**src/rtl/pipe_ctrl_pkg.sv**
```systemverilog
// pipe_ctrl_pkg: stall bus type, stop encodings and mult/div FSM states.
package pipe_ctrl_pkg;
   localparam int STALL_W = 6;
   typedef logic [STALL_W-1:0] stall_bus_t;
   localparam logic STOP = 1'b1;
   localparam logic NO_STOP = 1'b0;
   typedef enum logic [1:0] {MD_IDLE = 2'd0, MD_BUSY = 2'd1, MD_DONE = 2'd2} md_state_t;
   // Thermometer mask stopping stages 0..n; n<0 yields no stall.
   function automatic stall_bus_t stall_upto(input int n);
      stall_upto = stall_bus_t'((1 << (n + 1)) - 1);
   endfunction
endpackage

```
**src/rtl/pipe_ctrl_md_seq.sv**
```systemverilog
// md_seq: mult/div occupancy FSM with a latency down-counter.
module md_seq
   import pipe_ctrl_pkg::*;
#(
   parameter int DIV_CYCLES = 32,
   parameter int MUL_CYCLES = 2
) (
   input  logic clk,
   input  logic rst,
   input  logic start_div,
   input  logic start_mul,
   input  logic flush,
   output logic busy,
   output logic done
);
   localparam int CW = $clog2((DIV_CYCLES > MUL_CYCLES ? DIV_CYCLES : MUL_CYCLES) + 1);
   md_state_t state, state_nx;
   logic [CW-1:0] cnt, cnt_nx;
   always_ff @(posedge clk) begin
      if (rst) begin
         state <= MD_IDLE;
         cnt   <= '0;
      end else begin
         state <= state_nx;
         cnt   <= cnt_nx;
      end
   end
   always_comb begin
      state_nx = state;
      cnt_nx   = cnt;
      busy     = state == MD_BUSY;
      done     = state == MD_DONE;
      if (flush) begin
         state_nx = MD_IDLE;
         cnt_nx   = '0;
      end else if (state == MD_IDLE && (start_div || start_mul)) begin
         state_nx = MD_BUSY;
         cnt_nx   = start_div ? CW'(DIV_CYCLES - 1) : CW'(MUL_CYCLES - 1);
      end else if (state == MD_BUSY) begin
         state_nx = cnt == '0 ? MD_DONE : MD_BUSY;
         cnt_nx   = cnt == '0 ? cnt : cnt - CW'(1);
      end else if (state == MD_DONE) begin
         state_nx = MD_IDLE;
      end
   end
endmodule

```
**src/rtl/pipe_ctrl.sv**
```systemverilog
// pipe_ctrl: pipeline stall priority encoder, load-use scoreboard and
// exception flush/redirect register for the five-stage MIPS pipeline.
module pipe_ctrl
   import pipe_ctrl_pkg::*;
#(
   parameter int DIV_CYCLES = 32,
   parameter int MUL_CYCLES = 2
) (
   input  logic        clk,
   input  logic        rst,
   input  logic        if_stallreq,
   input  logic        mem_stallreq,
   input  logic        id_load,
   input  logic [4:0]  id_load_waddr,
   input  logic [4:0]  id_rs,
   input  logic [4:0]  id_rt,
   input  logic        id_use_rs,
   input  logic        id_use_rt,
   input  logic        ex_div_start,
   input  logic        ex_mul_start,
   input  logic        wb_excp,
   input  logic [31:0] wb_excp_pc,
   output stall_bus_t  stall,
   output logic        flush,
   output logic [31:0] new_pc,
   output logic        md_busy,
   output logic        md_done
);
   logic       ex_ld_vld;
   logic [4:0] ex_ld_waddr;
   logic       take, load_use, md_stall;
   // An exception arriving during the flush pulse is dropped.
   assign take = wb_excp & ~flush;
   md_seq #(.DIV_CYCLES(DIV_CYCLES), .MUL_CYCLES(MUL_CYCLES)) u_md (
      .clk       (clk),
      .rst       (rst),
      .start_div (ex_div_start),
      .start_mul (ex_mul_start),
      .flush     (take | flush),
      .busy      (md_busy),
      .done      (md_done)
   );
   always_comb begin
      load_use = ex_ld_vld && ex_ld_waddr != 5'd0 &&
                 ((id_use_rs && id_rs == ex_ld_waddr) || (id_use_rt && id_rt == ex_ld_waddr));
      md_stall = md_busy | ex_div_start | ex_mul_start;
      stall    = flush        ? '0 :
                 mem_stallreq ? stall_upto(4) :
                 md_stall     ? stall_upto(3) :
                 load_use     ? stall_upto(2) :
                 if_stallreq  ? stall_upto(1) : '0;
   end
   always_ff @(posedge clk) begin
      if (rst) begin
         flush       <= 1'b0;
         new_pc      <= '0;
         ex_ld_vld   <= 1'b0;
         ex_ld_waddr <= '0;
      end else begin
         flush <= take;
         if (take) new_pc <= wb_excp_pc;
         // ID advancing refills EX; ID stopped with EX moving leaves a bubble.
         if (take | flush) ex_ld_vld <= 1'b0;
         else if (stall[2] == NO_STOP) begin
            ex_ld_vld   <= id_load;
            ex_ld_waddr <= id_load_waddr;
         end else if (stall[3] != STOP) ex_ld_vld <= 1'b0;
      end
   end
endmodule

```
**config.mk**
```make
export PLATFORM = sky130hd
export DESIGN_NAME = pipe_ctrl
export DESIGN_NICKNAME = d
export VERILOG_FILES = /design/src/rtl/pipe_ctrl_pkg.sv /design/src/rtl/pipe_ctrl_md_seq.sv /design/src/rtl/pipe_ctrl.sv
export SDC_FILE = /design/constraint.sdc
export NUM_CORES = 1
export LEC_CHECK = 0
export CAP_MARGIN = 20
export CORE_MARGIN = 2
export CORE_UTILIZATION = 41
export CTS_CLUSTER_DIAMETER = 60
export DETAILED_ROUTE_END_ITERATION = 12
export PLACE_DENSITY = 0.8
export REMOVE_ABC_BUFFERS = 1
export SYNTH_ARGS = -nofsm -noshare
export SYNTH_HDL_FRONTEND = slang
export SYNTH_SLANG_ARGS = --single-unit
export TNS_END_PERCENT = 50
```
**constraint.sdc**
```tcl
create_clock -name clk -period 2.2 [get_ports clk]
set_input_delay 0.44 -clock clk [delete_from_list [all_inputs] [get_ports clk]]
set_output_delay 0.44 -clock clk [all_outputs]
set_load 0.05 [all_outputs]
```
==> impl_summary.md <==
Status
The run finished, with violations left. The final reports fail on setup timing.

Timing
The final max-slew violation count is 0. The worst path setup slack after routing is -20.2 ps. Across the routed clock network, the largest skew measured is 8.25 ps. The final total negative setup slack is -39.8 ps.

The highest attainable clock frequency is 450 MHz. The tightest slew margin relative to the limit is 64.1%. The worst-case hold slack is 453 ps. The share of the clock period used by the worst path after layout is 101%. Setup violations remaining at the end of the flow were counted as 2. For the pin with the worst max-slew slack, the measured transition is 537 ps.

The final hold violation count came to 0. For the finished layout, the period the worst path requires is 2220 ps. Setup repair after global routing could not meet its margin everywhere.

Clocking
The total clock buffers created by CTS is 5. The clock tree synthesis step divided the H-tree into 2 levels. The root buffer cell chosen for the clock tree is clkbuf_8.

The clock network latency to the later pin of the worst-skew pair is 300 ps. Clock-pin slew was measured on the worst setup and hold paths at 80 ps. Clock tree synthesis found a total of 47 sinks. The longest clock path from root to sink contains 2 buffers.

The CTS tree is done.

Synth
The cell area that synthesis handed to floorplanning was 2070 sq um. The cell type with the highest aggregate area in the netlist is dfxtp_1. The number of different library cells in the post-synthesis netlist is 32. Ranked by total cell area, the synthesized netlist is headed by dfxtp_1 (45%), nand2_1 (13%), a21oi_1 (9.7%), xnor2_1 (4.7%), ha_1 (3.0%).

The most common cell in the synthesized netlist is nand2_1. After synthesis, the largest area contributor takes up 45.5% of total cell area. The average size of a mapped cell is 8.18 sq um. The flop and latch count out of synthesis is 47. Counting instances in the post-synthesis netlist gives the leading cell types as nand2_1 (73), dfxtp_1 (47), a21oi_1 (40), xnor2_1 (11), nand2b_1 (10). Among all flip-flop cells after synthesis, the most frequent one is dfxtp_1. Yosys mapped a number of flops with a built-in enable equal to 0.

The fraction of the yosys area taken by sequential cells is 45.5%. The total of warnings raised by yosys is 0. Synthesis handed over a netlist of 253 instances. Counting flops with an async set or reset pin after synthesis yields a share of 0%.

Worst setup path
The destination of the worst register-to-register timing path is ex_ld_waddr[2]. The data arrival time of the critical path is 1780 ps. Of all nets on the critical path, the largest fanout is 2. The kind of launch point of the worst setup path is an input port.

The setup path with the least slack is of type input port to output port. The launch point of the worst reg-to-reg path is ex_ld_waddr[0]. In this run the register-to-register setup slack is 520 ps. Measured in cells, the most critical reg-to-reg path has a length of 8. The type of destination of the critical path is an output port. At the worst endpoint, the required time is 1760 ps.

Global route
The number of antenna violations at the first check in global routing is 0. The global-route wire length before repair is 8.60 mm. Global routing finished with a remaining overflow of 0. The number of global-route vias before repair came to 1943. The global-route usage over all layers is 20.0%.

The pin count of the biggest net entering global routing is 34.

Flow run
The tool flagged a number of max-cap violations equal to 0.

Min path
The end point of the most critical hold path is new_pc[31]. The hold path startpoint is new_pc[31]. The class of the most critical hold timing path is flip-flop to flip-flop.

The number of stages on the worst hold path is 2.

Pwr
The worst voltage drop across the vdd grid is 0.424 mV. The power density of the placed cells is 597 nW/um^2. The total design power is 1.96 mW.

Summed over all cells, the static leakage comes to 1.25 nW.

Drt
The iteration-0 DRC count of the detailed router is 63. The overall via count from detail_route is 1987. Dividing the detail-routed wire length by the instance count gives 12.6 microns. The number of remaining DRC errors is 0. The first-pass detailed-route iteration total is 4. The number of nets still failing antenna checks after routing is 0. The routed via count divided by cell count is 4.73. The final routed wirelength across all metal layers is 5.29 mm.

Floorplan
The number of placement rows is 25. The floorplan die width is 75.0 microns. The initial cell density of the core is 43.2%. The count of pins on the block boundary is 98. The die boundary height is 75.0 microns. The total area inside the core boundary comes to 4790 sq um.

The die area is 5630 sq um.

Place
The detailed-placement wirelength estimate is 3.92 mm. Routability-driven placement finished with a final weighted congestion of 0.736. The post-placement setup slack is -254 ps. Once placement finished, the instance area stood at 3150 sq um.

Counting tap cells, the placed design contains a total of 410 instances. In this run the tool buffered the top-level ports with 96 buffer cells.

Finish
From synthesis to final layout, the design area changed by 58.5%. The number of standard cells in the final layout excluding fillers is 420. The repair_antennas step left the layout with diodes totalling 0. After routing the design area is 3280 sq um. Once layout is complete, the utilization of the core stands at 68.5%. The post-route netlist has 11.6% of its cells at a drive strength greater than 1. In the final design database the tool counted 414 nets.
## worst max-delay path: stages
cell	delay [ps]
dlygate4sd2_1	260
xnor2_2	130
nand4_1	140
o22ai_2	230
nand3_2	110
a31oi_1	170
buf_4	160
buf_12	130
## placed cells by master (no fill, tap or decap), types with 4 or more instances in the layout
master           synthesis  layout
a21oi_1                 40      40
buf_12                   0       4
buf_4                    2      14
clkbuf_8                 0       5
clkdlybuf4s50_1          0      79
dfxtp_1                 47      43
dfxtp_2                  0       4
dlygate4sd2_1            0       8
ha_1                     5       5
inv_1                    5       5
mux2i_1                  5       5
nand2_1                 73      73
nand2b_1                10      10
nor2_1                   9       9
xnor2_1                 11       7
xnor2_2                  0       4
xor2_1                   4       4
## area by class of cell
class	instances	area (sq um)
Tap cell	67	83.8
Multi-Input combinational cell	185	1070
Clock inverter	1	5.00
Inverter	5	18.8
Timing Repair Buffer	108	1080
Fill cell	394	1510
Sequential cell	47	946
Clock buffer	7	76.3
## power breakdown
part           leakage, nW  total (mW)  switching [mW]  internal (mW)
Sequential           0.387       0.920          0.0262          0.894
Clock               0.0422       0.502           0.279          0.224
Combinational        0.819       0.534           0.299          0.236
## how the worst max path moves through the flow
stage | slack, ps | from | endpoint | cells after the start
final | -20 | id_rt[2] | stall[0] | 8
after global routing | -100 | ex_ld_waddr[4] | stall[0] | 7
after detailed placement | -250 | id_rt[3] | stall[0] | 8
after floorplan | -970 | u_md.state[1] | stall[0] | 4
after CTS | 1 | id_rt[2] | stall[0] | 8
after global placement | -160 | id_rt[2] | stall[0] | 8
## layer usage
metal,vias up,share of wire (%),GRT usage [%]
li1,1018,-,-
met1,890,42,22.9
met2,72,46,33.1
met3,7,11,8.97
met4,0,1.2,6.75
met5,-,0,0
## repair_timing
item,4_1_cts,5_1_grt
endpoints found under the setup margin,3,4
hold buffers,0,0
pin swaps,13,7
gates resized for setup,14,8
setup buffers,1,1
## logic make-up after synthesis
logic type	count (synthesis)	synth area share, %
xor gates and xnor gates	15	6.35
muxes	5	2.42
other	1	0.181
and+or+nand+nor	110	24.2
adders and majority gates	5	3.02
buffers and inverters	21	4.59
AOI/OAI and AO/OA	49	13.8
DFF	47	45.5
## registers in the layout, indices dropped and copies added (netlist names)
name,flops
flush,1
u_md.state,2
u_md.cnt,6
ex_ld_waddr,5
new_pc,32
ex_ld_vld,1
No activity file was read; power rests on OpenSTA's default activity.
